--- src/rtl/sevenseg_scan_decoder_if.sv ---
// Display bus bundle for the 7-segment scan decoder.
// master: drives seg_in/an_in (scanning driver or bench); slave: the decoder.
interface sevenseg_scan_decoder_if;
    logic [7:0]  seg_in;
    logic [3:0]  an_in;
    logic [15:0] value;
    logic [3:0]  dp;
    logic        valid;
    logic        bad_pat;
    logic        stale;

    modport master (
        output seg_in, an_in,
        input  value, dp, valid, bad_pat, stale
    );

    modport slave (
        input  seg_in, an_in,
        output value, dp, valid, bad_pat, stale
    );
endinterface

--- src/rtl/sevenseg_scan_decoder.sv ---
// Rebuilds a 4-digit hex value from a multiplexed active-low 7-seg bus.
// Ports: clk, rst_n (sync, active low), bus (slave: seg_in/an_in in;
// value/dp/valid/bad_pat/stale out).
module sevenseg_scan_decoder #(
    parameter int STABLE_CYCLES = 16,
    parameter int TIMEOUT       = 524288
) (
    input  logic                    clk,
    input  logic                    rst_n,
    sevenseg_scan_decoder_if.slave  bus
);
    localparam int SW = $clog2(STABLE_CYCLES + 1);
    localparam int TW = $clog2(TIMEOUT + 1);
    localparam logic [SW-1:0] STAB_MAX = SW'(STABLE_CYCLES);
    localparam logic [TW-1:0] TO_MAX   = TW'(TIMEOUT);

    logic [7:0]    r_seg_s1, r_seg_s2, r_seg_p;
    logic [3:0]    r_an_s1, r_an_s2, r_an_p;
    logic [SW-1:0] r_stab;
    logic          r_taken;
    logic [TW-1:0] r_to;
    logic [3:0]    r_mask;
    logic [15:0]   r_slots;
    logic [3:0]    r_dps;
    logic [15:0]   r_value;
    logic [3:0]    r_dp;
    logic          r_valid;
    logic          r_bad;
    logic          r_stale;

    logic [3:0]    w_an_n;
    logic          w_one;
    logic          w_an_chg;
    logic          w_chg;
    logic          w_stab_ok;
    logic          w_accept;
    logic          w_to_hit;
    logic          w_full;
    logic [1:0]    w_idx;
    logic [4:0]    w_dec;
    logic [3:0]    w_mask_nxt;
    logic [15:0]   w_slots_nxt;
    logic [3:0]    w_dps_nxt;

    // Returns {ok, nibble} for an active-low a..g pattern.
    function automatic logic [4:0] f_decode(input logic [6:0] p);
        logic [4:0] r;
        r = 5'b0;
        case (p)
            7'b0000001: r = {1'b1, 4'h0};
            7'b1001111: r = {1'b1, 4'h1};
            7'b0010010: r = {1'b1, 4'h2};
            7'b0000110: r = {1'b1, 4'h3};
            7'b1001100: r = {1'b1, 4'h4};
            7'b0100100: r = {1'b1, 4'h5};
            7'b0100000: r = {1'b1, 4'h6};
            7'b0001111: r = {1'b1, 4'h7};
            7'b0000000: r = {1'b1, 4'h8};
            7'b0000100: r = {1'b1, 4'h9};
            7'b0001000: r = {1'b1, 4'hA};
            7'b1100000: r = {1'b1, 4'hB};
            7'b0110001: r = {1'b1, 4'hC};
            7'b1000010: r = {1'b1, 4'hD};
            7'b0110000: r = {1'b1, 4'hE};
            7'b0111000: r = {1'b1, 4'hF};
            default:    r = 5'b0;
        endcase
        return r;
    endfunction

    assign w_an_n    = ~r_an_s2;
    // Exactly one digit enable low; blank or multi-low never counts as stable.
    assign w_one     = (w_an_n != 4'b0) &&
                       ((w_an_n & (w_an_n - 4'd1)) == 4'b0);
    assign w_an_chg  = (r_an_s2 != r_an_p);
    assign w_chg     = w_an_chg || (r_seg_s2 != r_seg_p);
    assign w_stab_ok = !w_chg && w_one;
    // Accept on the cycle the counter steps onto STABLE_CYCLES.
    assign w_accept  = w_stab_ok && (r_stab == STAB_MAX - 1'b1) && !r_taken;
    assign w_to_hit  = !w_accept && (r_to == TO_MAX - 1'b1);
    assign w_full    = (r_mask == 4'hF);
    assign w_dec     = f_decode(r_seg_s2[7:1]);

    always_comb begin
        w_idx = 2'd0;
        if (w_an_n[1])      w_idx = 2'd1;
        else if (w_an_n[2]) w_idx = 2'd2;
        else if (w_an_n[3]) w_idx = 2'd3;
    end

    always_comb begin
        w_mask_nxt  = w_full ? 4'h0 : r_mask;
        w_slots_nxt = r_slots;
        w_dps_nxt   = r_dps;
        if (w_accept) begin
            if (w_dec[4]) begin
                w_mask_nxt[w_idx]               = 1'b1;
                w_slots_nxt[{w_idx, 2'b00} +: 4] = w_dec[3:0];
                w_dps_nxt[w_idx]                = ~r_seg_s2[0];
            end else begin
                w_mask_nxt  = 4'h0;
                w_slots_nxt = 16'h0;
                w_dps_nxt   = 4'h0;
            end
        end else if (w_to_hit) begin
            w_mask_nxt  = 4'h0;
            w_slots_nxt = 16'h0;
            w_dps_nxt   = 4'h0;
        end
    end

    always_ff @(posedge clk) begin
        if (!rst_n) begin
            r_seg_s1 <= 8'h0;
            r_seg_s2 <= 8'h0;
            r_seg_p  <= 8'h0;
            r_an_s1  <= 4'h0;
            r_an_s2  <= 4'h0;
            r_an_p   <= 4'h0;
            r_stab   <= '0;
            r_taken  <= 1'b0;
            r_to     <= '0;
            r_mask   <= 4'h0;
            r_slots  <= 16'h0;
            r_dps    <= 4'h0;
            r_value  <= 16'h0;
            r_dp     <= 4'h0;
            r_valid  <= 1'b0;
            r_bad    <= 1'b0;
            r_stale  <= 1'b1;
        end else begin
            r_seg_s1 <= bus.seg_in;
            r_seg_s2 <= r_seg_s1;
            r_seg_p  <= r_seg_s2;
            r_an_s1  <= bus.an_in;
            r_an_s2  <= r_an_s1;
            r_an_p   <= r_an_s2;

            if (!w_stab_ok)            r_stab <= '0;
            else if (r_stab != STAB_MAX) r_stab <= r_stab + 1'b1;

            if (w_an_chg)      r_taken <= 1'b0;
            else if (w_accept) r_taken <= 1'b1;

            if (w_accept)            r_to <= '0;
            else if (r_to != TO_MAX) r_to <= r_to + 1'b1;

            r_mask  <= w_mask_nxt;
            r_slots <= w_slots_nxt;
            r_dps   <= w_dps_nxt;

            r_valid <= w_full;
            r_bad   <= w_accept && !w_dec[4];
            if (w_full) begin
                r_value <= r_slots;
                r_dp    <= r_dps;
                r_stale <= 1'b0;
            end
            if (w_to_hit) r_stale <= 1'b1;
        end
    end

    assign bus.value   = r_value;
    assign bus.dp      = r_dp;
    assign bus.valid   = r_valid;
    assign bus.bad_pat = r_bad;
    assign bus.stale   = r_stale;
endmodule
--- src/flat_wrapper.sv ---
// flat-port wrapper written by rule: the top's interface ports become plain ports
module sevenseg_scan_decoder_flat 
#(
    parameter int STABLE_CYCLES = 16,
    parameter int TIMEOUT       = 524288
)
  (clk, rst_n, bus_seg_in, bus_an_in, bus_value, bus_dp, bus_valid, bus_bad_pat, bus_stale);
  sevenseg_scan_decoder_if bus_i ();
  input  logic clk;
  input  logic rst_n;
  input wire logic [$bits(bus_i.seg_in)-1:0] bus_seg_in;
  input wire logic [$bits(bus_i.an_in)-1:0] bus_an_in;
  output wire logic [$bits(bus_i.value)-1:0] bus_value;
  output wire logic [$bits(bus_i.dp)-1:0] bus_dp;
  output wire logic [$bits(bus_i.valid)-1:0] bus_valid;
  output wire logic [$bits(bus_i.bad_pat)-1:0] bus_bad_pat;
  output wire logic [$bits(bus_i.stale)-1:0] bus_stale;
  assign bus_i.seg_in = bus_seg_in;
  assign bus_i.an_in = bus_an_in;
  assign bus_value = bus_i.value;
  assign bus_dp = bus_i.dp;
  assign bus_valid = bus_i.valid;
  assign bus_bad_pat = bus_i.bad_pat;
  assign bus_stale = bus_i.stale;
  sevenseg_scan_decoder #(.STABLE_CYCLES(STABLE_CYCLES), .TIMEOUT(TIMEOUT)) u_core (.clk(clk), .rst_n(rst_n), .bus(bus_i));
endmodule
--- config.mk ---
export PLATFORM = sky130hd
export DESIGN_NAME = sevenseg_scan_decoder_flat
export DESIGN_NICKNAME = d
export VERILOG_FILES = /design/src/rtl/sevenseg_scan_decoder_if.sv /design/src/rtl/sevenseg_scan_decoder.sv /design/src/flat_wrapper.sv
export SDC_FILE = /design/constraint.sdc
export NUM_CORES = 1
export LEC_CHECK = 0
export CORE_MARGIN = 10
export CORE_UTILIZATION = 55
export DETAILED_ROUTE_END_ITERATION = 12
export PLACE_DENSITY = 0.85
export SYNTH_ARGS = -nofsm -noshare
export SYNTH_HDL_FRONTEND = slang
export SYNTH_SLANG_ARGS = --single-unit
export TNS_END_PERCENT = 1
--- constraint.sdc ---
create_clock -name clk -period 3.7 [get_ports clk]
set_input_delay 0.74 -clock clk [delete_from_list [all_inputs] [get_ports clk]]
set_output_delay 0.74 -clock clk [all_outputs]
set_load 0.05 [all_outputs]
# Word level (Yosys, flattened, before mapping)
# Index checks and enable logic that the tools add are counted.
[totals] reg_bits=109 input_bits=14 out_inout_bits=23
[op_classes] n_addsub=4 order_cmp=2 eq_ne=22 shifts=2 muxes=18 bitwise_logic=5 n_reduce_logical=20
[ops] operator="5-bit one-hot mux with 16 select lines" count=1
[ops] operator="16-bit 2-to-1 mux" count=3
[ops] operator="7-bit by 6-bit equality test with 1-bit output, second input constant" count=5
[ops] operator="7-bit equality test, second input constant" count=4
[ops] operator="4-bit 2-to-1 mux" count=7
[ops] operator="20-bit by 1-bit adder with 20-bit output, second input constant" count=1
[ops] operator="20-bit by 19-bit equality test with 1-bit output, second input constant" count=1
[ops] operator="20-bit != test, second input constant" count=1
[ops] operator="16-bit bitwise mux" count=1
[ops] operator="4-bit by 6-bit variable shift with 16-bit output, first input constant" count=1
[ops] operator="4-bit by 6-bit indexed part select with 16-bit output" count=1
[ops] operator="7-bit by 3-bit equality test with 1-bit output, second input constant" count=2
[ops] operator="7-bit by 4-bit equality test with 1-bit output, second input constant" count=2
[ops] operator="8-bit != test" count=1
[ops] operator="7-bit by 1-bit equality test with 1-bit output, second input constant" count=1
[ops] operator="7-bit by 5-bit equality test with 1-bit output, second input constant" count=1
[ops] operator="1-bit logical AND" count=7
[ops] operator="7-bit logical NOT" count=1
[ops] operator="2-bit 2-to-1 mux" count=3
[ops] operator="4-bit negator with 6-bit output" count=1
[ops] operator="2-bit OR reduction" count=3
[ops] operator="5-bit by 1-bit adder with 5-bit output, second input constant" count=1
[ops] operator="5-bit by 4-bit equality test with 1-bit output, second input constant" count=1
[ops] operator="5-bit != test, second input constant" count=1
[ops] operator="other kinds (18)" count=22

# Longest topological paths before layout
# Gate-level depths: netlist of run 1.
[depth] word_depth=12 ltp_mapped=8 depth_no_buf=8

# Worst setup path after synthesis of run 1
# OpenSTA, ideal clock, no wires.
[synth_path] path_type="flip-flop to flip-flop" startpoint="register u_core.r_seg_s2[1]" endpoint="register u_core.r_dps[1]" t_arrival_ns=1.949 slack_ns=1.634 path_stages_with_launch=8 n_path_buf=1 period_less_slack_ns=2.066 cell_sequence="dfxtp_1 -> buf_1 -> nor3_1 -> a221o_1 -> nor4b_4 -> nand3b_4 -> o21ai_2 -> a22o_1"
[synth_between] elab_chain_cells=9 elab_cells_between_ends=28 classes_between="16 x eq/ne; 3 x mux; 9 x reduce/logical"
[synth_rtl] item="from (decl)" line_no="sevenseg_scan_decoder.sv:17" source="logic [7:0] r_seg_s1, r_seg_s2, r_seg_p;"
[synth_rtl] item="from (signal assigned)" line_no="sevenseg_scan_decoder.sv:133" source="r_seg_s2 <= r_seg_s1;"
[synth_rtl] item="8-bit != test" line_no="sevenseg_scan_decoder.sv:76" source="assign w_chg = w_an_chg || (r_seg_s2 != r_seg_p);"
[synth_rtl] item="1-bit logical OR" line_no="sevenseg_scan_decoder.sv:76"
[synth_rtl] item="1-bit logical NOT" line_no="sevenseg_scan_decoder.sv:77" source="assign w_stab_ok = !w_chg && w_one;"
[synth_rtl] item="1-bit logical AND" line_no="sevenseg_scan_decoder.sv:77"
[synth_rtl] item="1-bit logical AND (2 in a row)" line_no="sevenseg_scan_decoder.sv:79" source="assign w_accept = w_stab_ok && (r_stab == STAB_MAX - 1'b1) && !r_taken;"
[synth_rtl] item="1-bit logical NOT" line_no="sevenseg_scan_decoder.sv:80" source="assign w_to_hit = !w_accept && (r_to == TO_MAX - 1'b1);"
[synth_rtl] item="1-bit logical AND" line_no="sevenseg_scan_decoder.sv:80"
[synth_rtl] item="2-bit nonzero test (no source line)"
[synth_rtl] item="to (signal assigned)" line_no="sevenseg_scan_decoder.sv:150" source="r_dps <= w_dps_nxt;"
[synth_rtl] item="to (decl)" line_no="sevenseg_scan_decoder.sv:24" source="logic [3:0] r_dps;"
# Several ways; a longest one is shown, not always the timed one.
# A chain may end at the register's enable or synchronous reset.

# Final worst setup path of run 1
[layout_path] startpoint="register u_core.r_seg_s2[7]" endpoint="register u_core.r_to[16]"
[layout_between] elab_chain_cells=7
[layout_rtl] item="8-bit != test" line_no="sevenseg_scan_decoder.sv:76"
[layout_rtl] item="1-bit logical OR" line_no="sevenseg_scan_decoder.sv:76"
[layout_rtl] item="1-bit logical NOT" line_no="sevenseg_scan_decoder.sv:77"
[layout_rtl] item="1-bit logical AND" line_no="sevenseg_scan_decoder.sv:77"
[layout_rtl] item="1-bit logical AND (2 in a row)" line_no="sevenseg_scan_decoder.sv:79"
[layout_rtl] item="2-bit OR reduction (no source line)"
[layout_rtl] item="to (signal assigned)" line_no="sevenseg_scan_decoder.sv:146" source="else if (r_to != TO_MAX) r_to <= r_to + 1'b1;"
[layout_rtl] item="to (decl)" line_no="sevenseg_scan_decoder.sv:21" source="logic [TW-1:0] r_to;"
# No other way between the ends.

==> results of run 1 <==
==> logic make-up after synthesis <==
logic type / count (synthesis) / synth area share
AND/OR/NAND/NOR: 217 / 0.260
multiplexers: 2 / 0.00454
XOR/XNOR: 35 / 0.0695
AO/OA/AOI/OAI: 77 / 0.124
adder cells (fa/ha/maj): 5 / 0.0142
buffers and inverters: 38 / 0.0335
flip-flops: 109 / 0.495
==> sequential cells by signal, summed over array words and instances (netlist names) <==
name / flops
u_core.r_to: 20
u_core.bus.value: 16
u_core.r_slots: 16
u_core.r_seg_p: 8
u_core.r_seg_s1: 8
u_core.r_seg_s2: 8
u_core.r_stab: 5
u_core.bus.dp: 4
u_core.r_an_p: 4
u_core.r_an_s1: 4
u_core.r_an_s2: 4
u_core.r_dps: 4
u_core.r_mask: 4
u_core.bus.bad_pat: 1
u_core.bus.stale: 1
u_core.bus.valid: 1
u_core.r_taken: 1
==> cells in the final DEF, fill, tap and decap left out, types with 12 or more instances in the layout <==
master / count
clkdlybuf4s50_1: 36
inv_1: 17
nor2_1: 32
and2_1: 44
xor2_1: 26
a21boi_0: 20
nand2_1: 66
nand3_1: 18
dfxtp_1: 109
o2bb2ai_1: 12
==> report_power, final <==
part	leakage, nW	switching [mW]	internal [mW]
clock network	0.105	0.421	0.329
registers	0.885	0.0219	1.19
logic	0.888	0.0535	0.0521
==> worst reg2reg max path, cell delays in order (launching register included) <==
cell	delay, ns
dfxtp_1	0.63
xor2_1	0.15
nor4_1	0.46
and2_1	0.24
nand3_1	0.21
nand2_1	0.51
or2_1	0.22
nor2_1	0.06
==> how the worst max path moves through the flow <==
stage,to,cells past startpoint
after floorplan,u_core.r_dps[1],7
after global placement,u_core.r_slots[1],6
after detailed placement,u_core.r_slots[9],6
after CTS,u_core.r_to[16],7
after global routing,u_core.r_to[18],7
final,u_core.r_to[16],7
==> final cells by class <==
cell class	instances	area (um2)	share of cell area
clock buffers	9	124	0.0246
clock inverters	7	91.3	0.0181
inverters	17	63.8	0.0126
multi-input cells	336	2080	0.412
flip-flops and latches	109	2180	0.433
well taps	102	128	0.0253
repair buffers	38	375	0.0744
==> routing by layer <==
layer / share of wire / vias up
met5: 0 / -
met3: 0.062 / 12
met2: 0.46 / 89
met1: 0.46 / 1537
li1: - / 1689
met4: 0.015 / 0
==> flow_metrics.py, run 1 <==
metrics = {
    "outcome": {
        "outcome": "finished clean",
    },
    "timing": {
        "fin_skew_ns": 0.0164,
        "whs_ns": 0.441,
        "worstMarginPinSlew_ns": 0.952,
        "final-setup-viol-count": 0,
        "max_slew_margin": 0.363,
        "rsz0062_at_grt": "no",
        "final_max_slew_viol_count": 0,
        "max_freq_mhz": 386,
        "setup_slack_ns": 1.11,
        "period_share": 0.700,
        "finalWorstPathRequiredPeriod_ns": 2.59,
        "hold_violations": 0,
        "finalSetupTns_ns": 0,
    },
    "placement": {
        "place_hpwl_mm": 6.05,
        "place_ws_ns": 1.20,
        "place_inst": 602,
        "place.gp.congestion": 0.929,
        "port_buffers": 36,
        "placed_area_um2": 4830,
    },
    "layout": {
        "finalNonFillerCells": 618,
        "layout-drive-gt1-share": 0.0465,
        "final_area_um2": 5040,
        "areaGrowthSynthToFinish_pct": 14.4,
        "finish.utilization": 0.649,
        "fillers": 636,
        "fin_nets": 530,
        "n_antenna_cell": 0,
    },
    "floorplanning": {
        "rows": 32,
        "die_h_um": 110,
        "io-pin-count": 37,
        "core_area_um2": 7770,
        "dieArea_um2": 12000,
        "dieWidth_um": 110,
        "start_util": 0.568,
    },
    "worst_setup_path": {
        "cp.required_ns": 3.97,
        "r2r_start": "u_core.r_seg_s2[7]",
        "crit_fanout": 18,
        "end_kind": "register",
        "startpoint": "u_core.r_seg_s2[7]",
        "reg2reg_depth": 7,
        "arrival_ns": 2.86,
        "path_class": "register to register",
        "regToRegSetupSlack_ns": 1.11,
        "start_kind": "register",
        "path_delay_family": "simple AND/OR/NAND/NOR gates",
        "path_buf_inv": 0,
        "reg2reg_to": "u_core.r_to[16]",
        "crit_chain": "xor2_1 -> nor4_1 -> and2_1 -> nand3_1 -> nand2_1 -> or2_1 -> nor2_1",
        "slowest_stage": "dfxtp_1",
        "max_stage_delay_ns": 0.63,
    },
    "cts": {
        "hold_buffers": 0,
        "clock_path_buffers": 2,
        "cts_root_buffer": "clkbuf_8",
        "cts_tree": "built",
        "cts-buffers-inserted": 9,
        "cts_resized": 0,
        "clk_latency_ns": 0.38,
        "htree_levels": 3,
        "cts.clk_slew.worst_paths_ns": 0.09,
        "cts_setup_buffers": 0,
        "clock-sinks": 109,
    },
    "synthesis": {
        "synth-seq-cells": 109,
        "synth_top_area_frac": 0.495,
        "yosysSeqAreaShare": 0.495,
        "synth.net_count": 502,
        "async_flop_share": 0,
        "ys_types": 52,
        "syn-mean-instance-area_um2": 9.13,
        "ys_top_cells_by_count": "109 x dfxtp_1, 66 x nand2_1, 44 x and2_1, 32 x nor2_1, 26 x xor2_1",
        "synth_cells": 483,
        "synth.most_common_cell": "dfxtp_1",
        "ys.flop_type": "dfxtp_1",
        "synth_edf_count": 0,
        "synthTopCellsByArea": "dfxtp_1 49%, and2_1 6.2%, nand2_1 5.6%, xor2_1 5.2%, a21boi_0 3.4%",
        "ys_warn_count": 0,
        "netlist_area_um2": 4410,
        "synth_top_cell_by_area": "dfxtp_1",
    },
    "grt": {
        "use_met3": 0.0415,
        "overflow": 0,
        "met2_usage": 0.234,
        "grt_start_max_net_pins": 41,
        "grt_most_used_layer": "met2",
        "grtUsageTotal": 0.146,
        "met1_usage": 0.183,
        "grt_pass1_wl_mm": 14.5,
        "antenna_found_initial": 0,
        "grt_pass1_vias": 3202,
    },
    "power": {
        "p_leak_nw": 1.88,
        "finalPower_mw": 2.07,
        "peakVddDrop_v": 0.000331,
        "p_per_area_nw_per_um2": 410,
    },
    "detailed_routing": {
        "drcViolationCount": 0,
        "via_count": 3327,
        "first_iter_violations": 190,
        "wl_per_cell_um": 13.6,
        "viasPerCell": 5.38,
        "wl_mm": 8.38,
        "first_pass_iters": 5,
        "antenna_left": 0,
    },
    "hold_path": {
        "hold_end": "u_core.r_seg_s2[7]",
        "min_delay_path_depth": 1,
        "min_from": "u_core.r_seg_s1[7]",
        "min-delay-path-class": "register to register",
    },
    "job": {
        "maxCapViolCount": 0,
    },
}
(Power assumes the default switching activity.)
==> inputs of run 2 (changes only) <==
- clock period: 3.7 -> 2.4 ns (I/O delays scaled with it)
==> run 2 against run 1 <==
Effect of this change: wire length increased by 10%; core utilization up 2.3 points; clock skew rose by 0.0030 ns; die area unchanged; cell area up 3.5%; critical path type unchanged; critical endpoint is now u_core.r_dps[1].
==> flow_metrics.py, run 2 (same netlist as run 1, synthesis figures left out) <==
metrics = {
    "cts": {
        "clock-sinks": 109,
        "clk_latency_ns": 0.38,
        "cts_tree": "built",
        "cts_root_buffer": "clkbuf_8",
        "cts.clk_slew.worst_paths_ns": 0.10,
        "cts-buffers-inserted": 9,
        "clock_path_buffers": 2,
        "htree_levels": 3,
    },
    "power": {
        "switchingPower_mw": 0.769,
        "peakVddDrop_v": 0.000355,
        "power_frac_seq": 0.558,
        "internal_power_mw": 2.57,
        "p_leak_nw": 1.98,
        "combinationalPowerShare": 0.057,
        "switching_share": 0.230,
        "p_per_area_nw_per_um2": 639,
        "p_clk_frac": 0.385,
    },
    "floorplanning": {
        "die_h_um": 110,
        "dieArea_um2": 12000,
        "core_area_um2": 7770,
        "io-pin-count": 37,
        "rows": 32,
        "start_util": 0.568,
        "dieWidth_um": 110,
    },
    "timing": {
        "hold_violations": 0,
        "fin_skew_ns": 0.0194,
        "whs_ns": 0.441,
        "setup_slack_ns": 0.0891,
        "max_slew_margin": 0.559,
        "max_freq_mhz": 433,
        "finalWorstPathRequiredPeriod_ns": 2.31,
        "period_share": 0.963,
        "final_max_slew_viol_count": 0,
        "worstMarginPinSlew_ns": 0.661,
        "final-setup-viol-count": 0,
    },
    "detailed_routing": {
        "via_count": 3417,
        "first_pass_iters": 5,
        "drcViolationCount": 0,
        "antenna_left": 0,
        "wl_per_cell_um": 14.6,
        "viasPerCell": 5.41,
        "wl_mm": 9.24,
        "first_iter_violations": 103,
    },
    "grt": {
        "grt_pass1_vias": 3283,
        "grt_start_max_net_pins": 67,
        "grtUsageTotal": 0.157,
        "overflow": 0,
        "grt_pass1_wl_mm": 15.1,
        "antenna_found_initial": 0,
    },
    "worst_setup_path": {
        "start_kind": "register",
        "end_kind": "register",
        "arrival_ns": 2.58,
        "crit_fanout": 10,
        "cp.required_ns": 2.67,
        "path_class": "register to register",
    },
    "layout": {
        "areaGrowthSynthToFinish_pct": 18.4,
        "largest_reg_flops": 20,
        "n_antenna_cell": 0,
        "final_cell_mix": "102 x dfxtp_1, 66 x nand2_1, 44 x and2_1",
        "largest-register": "u_core.r_to",
        "fin_nets": 544,
        "final_common_cell": "dfxtp_1",
        "layout-drive-gt1-share": 0.0887,
    },
    "placement": {
        "port_buffers": 36,
        "place_hpwl_mm": 6.65,
        "place.gp.congestion": 0.883,
        "place_ws_ns": 0.0628,
    },
    "hold_path": {
        "min-delay-path-class": "register to register",
    },
    "job": {
        "maxCapViolCount": 0,
    },
    "outcome": {
        "outcome": "finished clean",
    },
}
==> run 2: cell count changes in the layout (fill, tap and decap cells not counted), sizes merged <==
cell	change
buf	+14
bufinv	+1
clkbuf	+1
clkinv	-1
clkinvlp	-1
==> run 2: repair_timing <==
item                                    in CTS  in global routing
buffers inserted                             0                  0
endpoints found under the setup margin       0                 21
endpoints found under the hold margin        0                  0
hold buffers                                 0                  0
gates resized for setup                      0                 14
==> run 2: worst paths after layout <==
kind                            slack, ns                 end  cells past startpoint                from
worst max-delay path                 0.09     u_core.r_dps[1]                      7  u_core.r_seg_s2[6]
worst max register to register       0.09     u_core.r_dps[1]                      7  u_core.r_seg_s2[6]
worst min-delay path                 0.44  u_core.r_seg_s2[2]                      1  u_core.r_seg_s1[2]
worst min register to register       0.44  u_core.r_seg_s2[2]                      1  u_core.r_seg_s1[2]
==> run 2: area by class of cell <==
| class | count | area [um2] |
|---|---|---|
| tap | 102 | 128 |
| inverter | 17 | 63.8 |
| clock inverter | 6 | 103 |
| multi-input combinational | 336 | 2100 |
| clock buffer | 10 | 138 |
| sequential | 109 | 2200 |
| timing repair buffer | 52 | 493 |
| fill | 614 | 2540 |
==> run 2: routing by layer <==
layer,GRT usage,share of wire,vias to the layer above
met2,0.270,0.49,91
met1,0.180,0.43,1591
met5,0,0,-
met3,0.0339,0.056,16
met4,0.0762,0.022,0
li1,-,-,1719
==> run 2: metrics by stage <==
step	area (um2)	cells	util	TNS, ns	total power [mW]
after global routing	5220	632	0.673	-0.0124	3.46
after CTS	5190	632	0.668	0	3.36
final	5220	632	0.673	0	3.34
after detailed placement	4950	616	0.637	0	2.09
after floorplan	4410	483	-	0	2.02
after global placement	4950	616	0.637	0	2.09
==> run 2: power groups by stage <==
stage          sequential, mW  combinational [mW]  clock, mW
2_1_floorplan            1.89               0.130          0
3_3_place_gp             1.90               0.181          0
3_5_place_dp             1.91               0.185          0
4_1_cts                  1.86               0.186       1.31
5_1_grt                  1.87               0.210       1.38
6_report                 1.86               0.190       1.29
==> run 2: worst max-delay path: stages, from the launching register on <==
cell and delay [ns]:
dfxtp_2 0.44, a211oi_1 0.07, a31o_1 0.19, a221o_1 0.39, nor4b_4 0.51, nand3b_4 0.27
o21ai_2 0.10, a22o_1 0.24
==> inputs of run 3 (changes only) <==
- CTS_BUF_LIST: not set -> sky130_fd_sc_hd__clkbuf_2 sky130_fd_sc_hd__clkbuf_4 sky130_fd_sc_hd__clkbuf_8
==> results of run 3 <==
The final DEF is identical to that of run 2; final timing and power are the same.
